$ cat src/rtl/ql_config_frame_loader_if.sv
// Configuration word stream between a bitstream source and the frame loader.
interface ql_config_frame_loader_if #(
  parameter int DATA_W = 32
);
  logic [DATA_W-1:0] in_data;
  logic              in_valid;
  logic              in_ready;

  modport master (output in_data, output in_valid, input in_ready);
  modport slave  (input in_data, input in_valid, output in_ready);
endinterface

$ cat src/rtl/ql_config_frame_loader.sv
// Assembles one BL row per WL row from a word stream, strobes the row's word
// line for PROG_CYCLES cycles, walks every row and then flags completion.
module ql_config_frame_loader #(
  parameter int BL_WIDTH    = 514,
  parameter int WL_WIDTH    = 407,
  parameter int DATA_W      = 32,
  parameter int PROG_CYCLES = 4
) (
  input  logic                      clk,
  input  logic                      global_resetn,
  input  logic                      start,
  ql_config_frame_loader_if.slave   cfg_if,
  output logic [0:BL_WIDTH-1]       bl,
  output logic [0:WL_WIDTH-1]       wl,
  output logic                      busy,
  output logic                      cfg_done
);

  localparam int WORDS = (BL_WIDTH + DATA_W - 1) / DATA_W;
  localparam int WCW   = (WORDS > 1)       ? $clog2(WORDS)       : 1;
  localparam int RW    = (WL_WIDTH > 1)    ? $clog2(WL_WIDTH)    : 1;
  localparam int PW    = (PROG_CYCLES > 1) ? $clog2(PROG_CYCLES) : 1;

  localparam logic [1:0] S_IDLE = 2'd0;
  localparam logic [1:0] S_LOAD = 2'd1;
  localparam logic [1:0] S_PROG = 2'd2;
  localparam logic [1:0] S_DONE = 2'd3;

  logic [1:0]          state_q, state_d;
  logic [RW-1:0]       row_q, row_d;
  logic [WCW-1:0]      word_q, word_d;
  logic [PW-1:0]       pcnt_q, pcnt_d;
  logic [0:BL_WIDTH-1] shadow_q, shadow_d;
  logic [0:BL_WIDTH-1] wr_mask, wr_val;
  logic [0:WL_WIDTH-1] row_sel;
  logic                run_q;

  logic [0:BL_WIDTH-1] bl_q;
  logic [0:WL_WIDTH-1] wl_q;
  logic                in_ready_q, busy_q, cfg_done_q;

  // Shadow bit i belongs to word i/DATA_W, bit i%DATA_W; the tail of the
  // last word has no shadow bit and is dropped.
  for (genvar i = 0; i < BL_WIDTH; i++) begin : g_wr
    assign wr_mask[i] = (word_q == WCW'(i / DATA_W));
    assign wr_val[i]  = cfg_if.in_data[i % DATA_W];
  end

  for (genvar i = 0; i < WL_WIDTH; i++) begin : g_wl
    assign row_sel[i] = (row_d == RW'(i));
  end

  always_comb begin
    state_d  = state_q;
    row_d    = row_q;
    word_d   = word_q;
    pcnt_d   = pcnt_q;
    shadow_d = shadow_q;
    // run_q holds the FSM still on the first edge after reset release.
    if (run_q) begin
      case (state_q)
        S_IDLE, S_DONE: begin
          if (start) begin
            state_d  = S_LOAD;
            row_d    = '0;
            word_d   = '0;
            shadow_d = '0;
          end
        end
        S_LOAD: begin
          if (cfg_if.in_valid && in_ready_q) begin
            shadow_d = (shadow_q & ~wr_mask) | (wr_val & wr_mask);
            if (word_q == WCW'(WORDS - 1)) begin
              word_d  = '0;
              pcnt_d  = '0;
              state_d = S_PROG;
            end else begin
              word_d = word_q + WCW'(1);
            end
          end
        end
        S_PROG: begin
          if (pcnt_q == PW'(PROG_CYCLES - 1)) begin
            pcnt_d = '0;
            if (row_q == RW'(WL_WIDTH - 1)) begin
              row_d   = '0;
              state_d = S_DONE;
            end else begin
              row_d    = row_q + RW'(1);
              word_d   = '0;
              shadow_d = '0;
              state_d  = S_LOAD;
            end
          end else begin
            pcnt_d = pcnt_q + PW'(1);
          end
        end
        default: state_d = S_IDLE;
      endcase
    end
  end

  always_ff @(posedge clk or negedge global_resetn) begin
    if (!global_resetn) begin
      run_q    <= 1'b0;
      state_q  <= S_IDLE;
      row_q    <= '0;
      word_q   <= '0;
      pcnt_q   <= '0;
      shadow_q <= '0;
    end else begin
      run_q    <= 1'b1;
      state_q  <= state_d;
      row_q    <= row_d;
      word_q   <= word_d;
      pcnt_q   <= pcnt_d;
      shadow_q <= shadow_d;
    end
  end

  // Outputs are registered from next-state so they line up with the state
  // they describe; BL/WL are isolated (zero) outside PROG.
  always_ff @(posedge clk or negedge global_resetn) begin
    if (!global_resetn) begin
      bl_q       <= '0;
      wl_q       <= '0;
      in_ready_q <= 1'b0;
      busy_q     <= 1'b0;
      cfg_done_q <= 1'b0;
    end else begin
      bl_q       <= (state_d == S_PROG) ? shadow_d : '0;
      wl_q       <= (state_d == S_PROG) ? row_sel  : '0;
      in_ready_q <= (state_d == S_LOAD);
      busy_q     <= (state_d == S_LOAD) || (state_d == S_PROG);
      cfg_done_q <= (state_d == S_DONE);
    end
  end

  assign bl              = bl_q;
  assign wl              = wl_q;
  assign busy            = busy_q;
  assign cfg_done        = cfg_done_q;
  assign cfg_if.in_ready = in_ready_q;

endmodule
$ cat src/flat_wrapper.sv
// flat-port wrapper written by rule: the top's interface ports become plain ports
module ql_config_frame_loader_flat 
#(
  parameter int BL_WIDTH    = 514,
  parameter int WL_WIDTH    = 407,
  parameter int DATA_W      = 32,
  parameter int PROG_CYCLES = 4
)
  (clk, global_resetn, start, bl, wl, busy, cfg_done, cfg_if_in_data, cfg_if_in_valid, cfg_if_in_ready);
  ql_config_frame_loader_if #(.DATA_W(DATA_W)) cfg_if_i ();
  input  logic clk;
  input  logic global_resetn;
  input  logic start;
  output logic [0:BL_WIDTH-1] bl;
  output logic [0:WL_WIDTH-1] wl;
  output logic busy;
  output logic cfg_done;
  input wire logic [$bits(cfg_if_i.in_data)-1:0] cfg_if_in_data;
  input wire logic [$bits(cfg_if_i.in_valid)-1:0] cfg_if_in_valid;
  output wire logic [$bits(cfg_if_i.in_ready)-1:0] cfg_if_in_ready;
  assign cfg_if_i.in_data = cfg_if_in_data;
  assign cfg_if_i.in_valid = cfg_if_in_valid;
  assign cfg_if_in_ready = cfg_if_i.in_ready;
  ql_config_frame_loader #(.BL_WIDTH(BL_WIDTH), .WL_WIDTH(WL_WIDTH), .DATA_W(DATA_W), .PROG_CYCLES(PROG_CYCLES)) u_core (.clk(clk), .global_resetn(global_resetn), .start(start), .cfg_if(cfg_if_i), .bl(bl), .wl(wl), .busy(busy), .cfg_done(cfg_done));
endmodule
$ cat config.mk
export PLATFORM = sky130hd
export DESIGN_NAME = ql_config_frame_loader_flat
export DESIGN_NICKNAME = d
export VERILOG_FILES = /design/src/rtl/ql_config_frame_loader_if.sv /design/src/rtl/ql_config_frame_loader.sv /design/src/flat_wrapper.sv
export SDC_FILE = /design/constraint.sdc
export NUM_CORES = 2
export LEC_CHECK = 0
export ABC_AREA = 1
export CAP_MARGIN = 20
export CORE_MARGIN = 5
export CORE_UTILIZATION = 40
export CTS_CLUSTER_SIZE = 30
export DETAILED_ROUTE_END_ITERATION = 10
export GPL_TIMING_DRIVEN = 0
export PLACE_DENSITY = 0.7
export SLEW_MARGIN = 10
export SYNTH_ARGS = -nofsm -noshare
export SYNTH_HDL_FRONTEND = slang
export SYNTH_SLANG_ARGS = --single-unit
$ cat constraint.sdc
create_clock -name clk -period 9.8 [get_ports clk]
set_input_delay 1.47 -clock clk [delete_from_list [all_inputs] [get_ports clk]]
set_output_delay 1.47 -clock clk [all_outputs]
set_load 0.02 [all_outputs]
* Yosys cells after proc, flatten, opt, wreduce, memory -nomap -nowiden
Index checks and enable logic that the tools add are counted.
Operators by class: add/subtract/negate cells 3, eq/ne operators 435, mux-type cells 30, bitwise operators 4, reduce and logical (&&, ||, !) cells 9
Operator list (count):
- 2-to-1 mux 514 bit | 6
- one-hot mux 514 bit (3 select lines) | 1
- == test 9 bit (second input constant) | 152
- == test 9 x 8 -> 1 bit (second input constant) | 128
- AND 514 bit | 2
- == test 9 x 7 -> 1 bit (second input constant) | 64
- NOT 514 bit | 1
- bitwise OR 514 bit | 1
- 2-to-1 mux 407 bit | 1
- == test 9 x 6 -> 1 bit (second input constant) | 32
- == test 9 x 5 -> 1 bit (second input constant) | 16
- == test 9 x 4 -> 1 bit (second input constant) | 8
- == test 5 x 4 -> 1 bit (second input constant) | 8
- == test 9 x 3 -> 1 bit (second input constant) | 4
- 2-to-1 mux 9 bit | 4
- 2-to-1 mux 5 bit | 5
- == test 5 x 3 -> 1 bit (second input constant) | 4
- == test 9 x 2 -> 1 bit (second input constant) | 2
- 2-to-1 mux 2 bit | 9
- one-hot mux 9 bit (2 select lines) | 1
- one-hot mux 5 bit (3 select lines) | 1
- == test 2 bit (second input constant) | 5
- == test 5 x 2 -> 1 bit (second input constant) | 2
- adder 9 x 1 -> 9 bit (second input constant) | 1
- other kinds (19) | 23
Word-level totals: register bits 1457, output and inout bits 924

* Longest topological paths before layout
word-level depth 8, mapped depth 18, depth with buffers taken out 15

* Least setup slack after synthesis
OpenSTA, ideal clock, no wires.
path type input to register, from input start, to register u_core.bl_q, in the netlist u_core.bl[10], library setup time 0.136 ns, arrival time 3.601 ns, data required time 9.664 ns, path slack 6.062 ns, cell stages on the path 13, path buffers 5, path through inv_1 nand2_1 nand2_1 buf_2 clkbuf_1 o21ai_0 inv_1 ha_1 inv_1 clkbuf_1 clkbuf_1 clkbuf_1 a21oi_1
Between the ends: cells in the longest elaborated chain, start to end 5
RTL lines:
- start, declared | RTL line flat_wrapper.sv:13 | input logic start;
- 2-to-1 mux 2 bit | RTL line ql_config_frame_loader.sv:63 | if (start) begin
- one-hot mux 2 bit (3 select lines) | RTL line ql_config_frame_loader.sv:61 | case (state_q)
- 2-to-1 mux 2 bit | RTL line ql_config_frame_loader.sv:60 | if (run_q) begin
- net u_core.state_d[0] | RTL line ql_config_frame_loader.sv:29 | logic [1:0] state_q, state_d;
- == test 2 bit | RTL line ql_config_frame_loader.sv:131 | bl_q <= (state_d == S_PROG) ? shadow_d : '0;
- 2-to-1 mux 514 bit | RTL line ql_config_frame_loader.sv:131
- end signal, assigned | RTL line ql_config_frame_loader.sv:131
- end, declared | RTL line ql_config_frame_loader.sv:38 | logic [0:BL_WIDTH-1] bl_q;
The timed path passes the listed nets, and every way through them passes these cells. A chain may end at the register's enable or synchronous reset.

* Final worst setup path
from register u_core.state_q[1], to register u_core.bl_q, in the netlist u_core.bl[290]
Between the ends: cells in the longest elaborated chain, start to end 6
RTL lines:
- start, declared | RTL line ql_config_frame_loader.sv:29
- start signal, assigned | RTL line ql_config_frame_loader.sv:113 | state_q <= state_d;
- == test 2 bit or zero test 2 bit (tied branches) | RTL line ql_config_frame_loader.sv:61
- OR reduction 2 bit | RTL line ql_config_frame_loader.sv:61
- one-hot mux 2 bit (3 select lines) (*) | RTL line ql_config_frame_loader.sv:61
- 2-to-1 mux 2 bit (*) | RTL line ql_config_frame_loader.sv:60
- net u_core.state_d[0] | RTL line ql_config_frame_loader.sv:29
- == test 2 bit (*) | RTL line ql_config_frame_loader.sv:131
- 2-to-1 mux 514 bit (*) | RTL line ql_config_frame_loader.sv:131
The timed path passes the listed nets; every way through them passes the cells marked *.

==> results.md <==
* CP Class: reg -> reg
* Hold Vio Cnt, Final at 0
* Logic pwr share at 0.156
* Via count at between 50000 and 60000
* FP Rows at about 140
* Worst path top cell family by delay: buffers and inverters
* Initial cell density of the core at 0.4031
* CP required at roughly 10 ns
* Endpoints failing setup at 0
* Critical path's slowest cell: clkbuf_1
* Ports at 960
* IR drop worst, VDD at between 0.15 and 0.2 mV
* Finished Cell Area at between 70000 and 80000 um2
* Layout cell share with drive strength beyond 1 at 0.05400
* CP Launch Type: flop
* Power Density at 191.0 nW/um2
* Seq cells post-synth at between 1000 and 1500
* DIE AREA at 159000 um2
* Vias in the first global route at 53430
* Core area at around 150000 um2
* Min Tclk post-route at 6.642 ns
* Status: complete, no violations
* Fmax achieved at between 150 and 200 MHz
* Worst-path fanout max at 10
* Hold slack at between 0.4 and 0.5 ns
* Sequential share of the synthesized area at 0.6032
* Setup crit end kind: flop
* First-pass GRT wire length at between 300000 and 400000 um
* Crit path buf inv count at 8
* Layout Skew at about 0.031 ns
* Largest net degree at the start of global routing at 156
* Total CTS buffers at 154
* Sw Ratio at 0.3074
* Routed len/inst at around 26 um
* Final ANT Viol Nets at 0
* Total of max-cap violations at 0
* CP arrival at ~7.2 ns
* FF+latch area at between 30000 and 40000 um2
* Mean post-synth cell area at around 8.6 um2
* Initial antenna violation count at 42
* Yosys warning count at 0
* Initial DRT Pass Iterations at 9
* Area of the mapped netlist at around 60000 um2
* Final #Nets at about 8200
* Hold_buf cts at 0
* Worst-Margin Slew at ~1.3 ns
* Post-DR vias/cell at about 5.6
* DR DRC count at 0
* Internal power at between 10 and 15 mW
* DRT Wirelength at between 200000 and 300000 um
* Clock Sinks at 1457
* Filler Cells Inserted at 13460
* Largest stage delay, worst path at 0.85 ns
* CTS root buffer: clkbuf_16
* Post-CTS setup buffer count at 0
* Drt first-iter violations at 7689
* Clock Tree Buf Depth at 3
* CTS HTree Levels at 4
* Leakage at between 30 and 40 nW
* Syn_nets at around 7000
* Total GRT Usage at 0.3313
* Clock share of power at 0.419
* GPL Wtd Cong at 0.9622
* RSZ-0062 raised after global routing: no
* Yosys cell types at 37
* Post_cts resized at 0
* Synthesized instance count at 6994
* Tightest Hold Check Type: reg -> reg
* Pins Over Slew Limit at 0
* Layout area overhead at 30.53%
* Die height at roughly 400 um
* GRT overflow at 0
* Clk_lat worst skew at 0.83 ns
* Footprint of the multi-input gates at 20390 um2
* Dpl hpwl at between 150000 and 200000 um
* Period Utilization, post-route at 0.6778
* Crit-path cells: inv_1, ha_1, clkbuf_1, clkbuf_1, o21ai_0, nand2_1, o21ai_0, o21ai_0, inv_1, ha_1, inv_1, clkbuf_1, clkbuf_1, clkbuf_1, a21oi_1
* Post-DP Area at between 70000 and 80000 um2
* NetSw at 4.631 mW
* Cell mode on critical path: clkbuf_1
* Die W at around 400 um
* Port Buffer Count at between 900 and 1000
* Rel. slew slack at 0.1555
* CTS tree: built
* Setup TNS at 0 ns
* Seq pwr share at 0.425
* Core Util, Final at 0.5262
* Clk slew on worst S/H paths at about 0.06 ns
[power by group through the flow]
stage               clock network, mW  logic (mW)  registers, mW
finish                           6.32        2.34           6.40
global route                     6.62        2.51           6.43
CTS                              6.38        2.26           6.40
detailed placement                  0        2.25           6.50
global placement                    0        2.16           6.54
floorplan                           0        1.27           6.47
[final cells by class]
type                            count  area share
Tap cell                         2016     0.03197
Clock buffer                      200     0.05552
Multi-Input combinational cell   4605      0.2584
Sequential cell                  1457      0.4621
Inverter                          413     0.01965
Antenna cell                       40    0.001269
Buffer                            519     0.02642
Timing Repair Buffer              991      0.1314
Clock inverter                     74     0.01326
[worst reg2reg max path, delay by kind of cell (launching register included)]
family / cells / cell delay, ns
DFF: 1 / 0.42
adders and majority gates: 2 / 0.55
and+or+nand+nor: 1 / 0.23
AOI/OAI and AO/OA: 4 / 1.06
buffers and inverters: 8 / 4.13
[synthesized netlist by cell type (all sizes together)]
cell    instances  area [um2]
a21boi          3       37.54
a21oi         773        3880
a22oi           4       30.03
a31oi           1       6.260
a41oi           1       8.760
buf           107       498.0
clkbuf        412        1546
clkinv          1       3.750
conb            1       3.750
dfrtp        1457       36460
ha             13       162.7
inv           412        1546
nand2        1767        6688
nand3         579        2968
nand3b          1       7.510
nand4           2       12.51
nor2          630        2405
o211ai          2       15.01
o21ai         822        4118
o21bai          1       7.510
o31ai           1       7.510
or2             1       6.260
xor2            3       26.28
[path summary, 6_finish.rpt]
check,start,to,slack (ns),cells after the start
setup reg to reg,u_core.state_q[1],u_core.bl[290],3.16,15
setup / recovery,u_core.state_q[1],u_core.bl[290],3.16,15
hold / removal,u_core.shadow_q[500],u_core.shadow_q[500],0.50,2
min in group asynchronous,global_resetn,u_core.wl[389],0.57,1
max in group asynchronous,global_resetn,u_core.bl[79],6.72,4
hold reg to reg,u_core.shadow_q[500],u_core.shadow_q[500],0.50,2
[cells by family (layout without fill, tap and decap cells)]
| group | count (synthesis) | after routing | share of synthesized area |
|---|---|---|---|
| and+or+nand+nor | 2980 | 2980 | 0.2000 |
| AOI/OAI and AO/OA | 1608 | 1608 | 0.1342 |
| DFF | 1457 | 1457 | 0.6032 |
| buffers and inverters | 932 | 2197 | 0.05947 |
| adders and majority gates | 13 | 13 | 0.002691 |
| xor gates and xnor gates | 3 | 3 | 0.0004348 |
| other | 1 | 41 | 0.00006204 |
[metal layers]
layer / vias to the layer above / track usage / wire length (um) / part of all wire
li1: 24970 / - / - / -
met1: 27800 / 0.4026 / 97130 / 0.36
met2: 3876 / 0.5091 / 121900 / 0.45
met3: 864 / 0.1049 / 31730 / 0.12
met4: 16 / 0.2164 / 20560 / 0.076
met5: - / 0 / 105 / 0.00039
[sequential cells by signal, summed over array words and instances (netlist names)]
register                cells
u_core.word_q               5
u_core.cfg_done             1
u_core.cfg_if.in_ready      1
u_core.row_q                9
u_core.bl                 514
u_core.pcnt_q               2
u_core.run_q                1
u_core.shadow_q           514
u_core.busy                 1
u_core.state_q              2
u_core.wl                 407
[metrics by stage]
stage          power [mW]  setup slack, ns  instances
2_1_floorplan       7.740            6.062       6994
3_3_place_gp        8.707           -59.03       9968
3_5_place_dp        8.749            3.140      10000
4_1_cts             15.03            3.431      10280
5_1_grt             15.56            3.188      10280
6_report            15.07            3.158      10320
[layout by cell type, fill, tap and decap left out, types with 14 or more instances in the layout]
| cell | netlist | routed |
|---|---|---|
| a21oi_1 | 770 | 770 |
| buf_1 | 46 | 46 |
| buf_16 | 0 | 21 |
| buf_2 | 56 | 57 |
| bufinv_16 | 0 | 20 |
| clkbuf_1 | 412 | 394 |
| clkbuf_16 | 0 | 157 |
| clkbuf_2 | 0 | 32 |
| clkbuf_8 | 0 | 29 |
| clkdlybuf4s50_1 | 0 | 956 |
| clkinv_2 | 0 | 23 |
| dfrtp_1 | 1457 | 1457 |
| diode_2 | 0 | 40 |
| inv_1 | 404 | 404 |
| nand2_1 | 1747 | 1747 |
| nand2_2 | 19 | 19 |
| nand3_1 | 565 | 565 |
| nand3_2 | 14 | 14 |
| nor2_1 | 620 | 620 |
| o21ai_0 | 801 | 801 |
| o21ai_1 | 20 | 20 |
(Power assumes the default switching activity.)
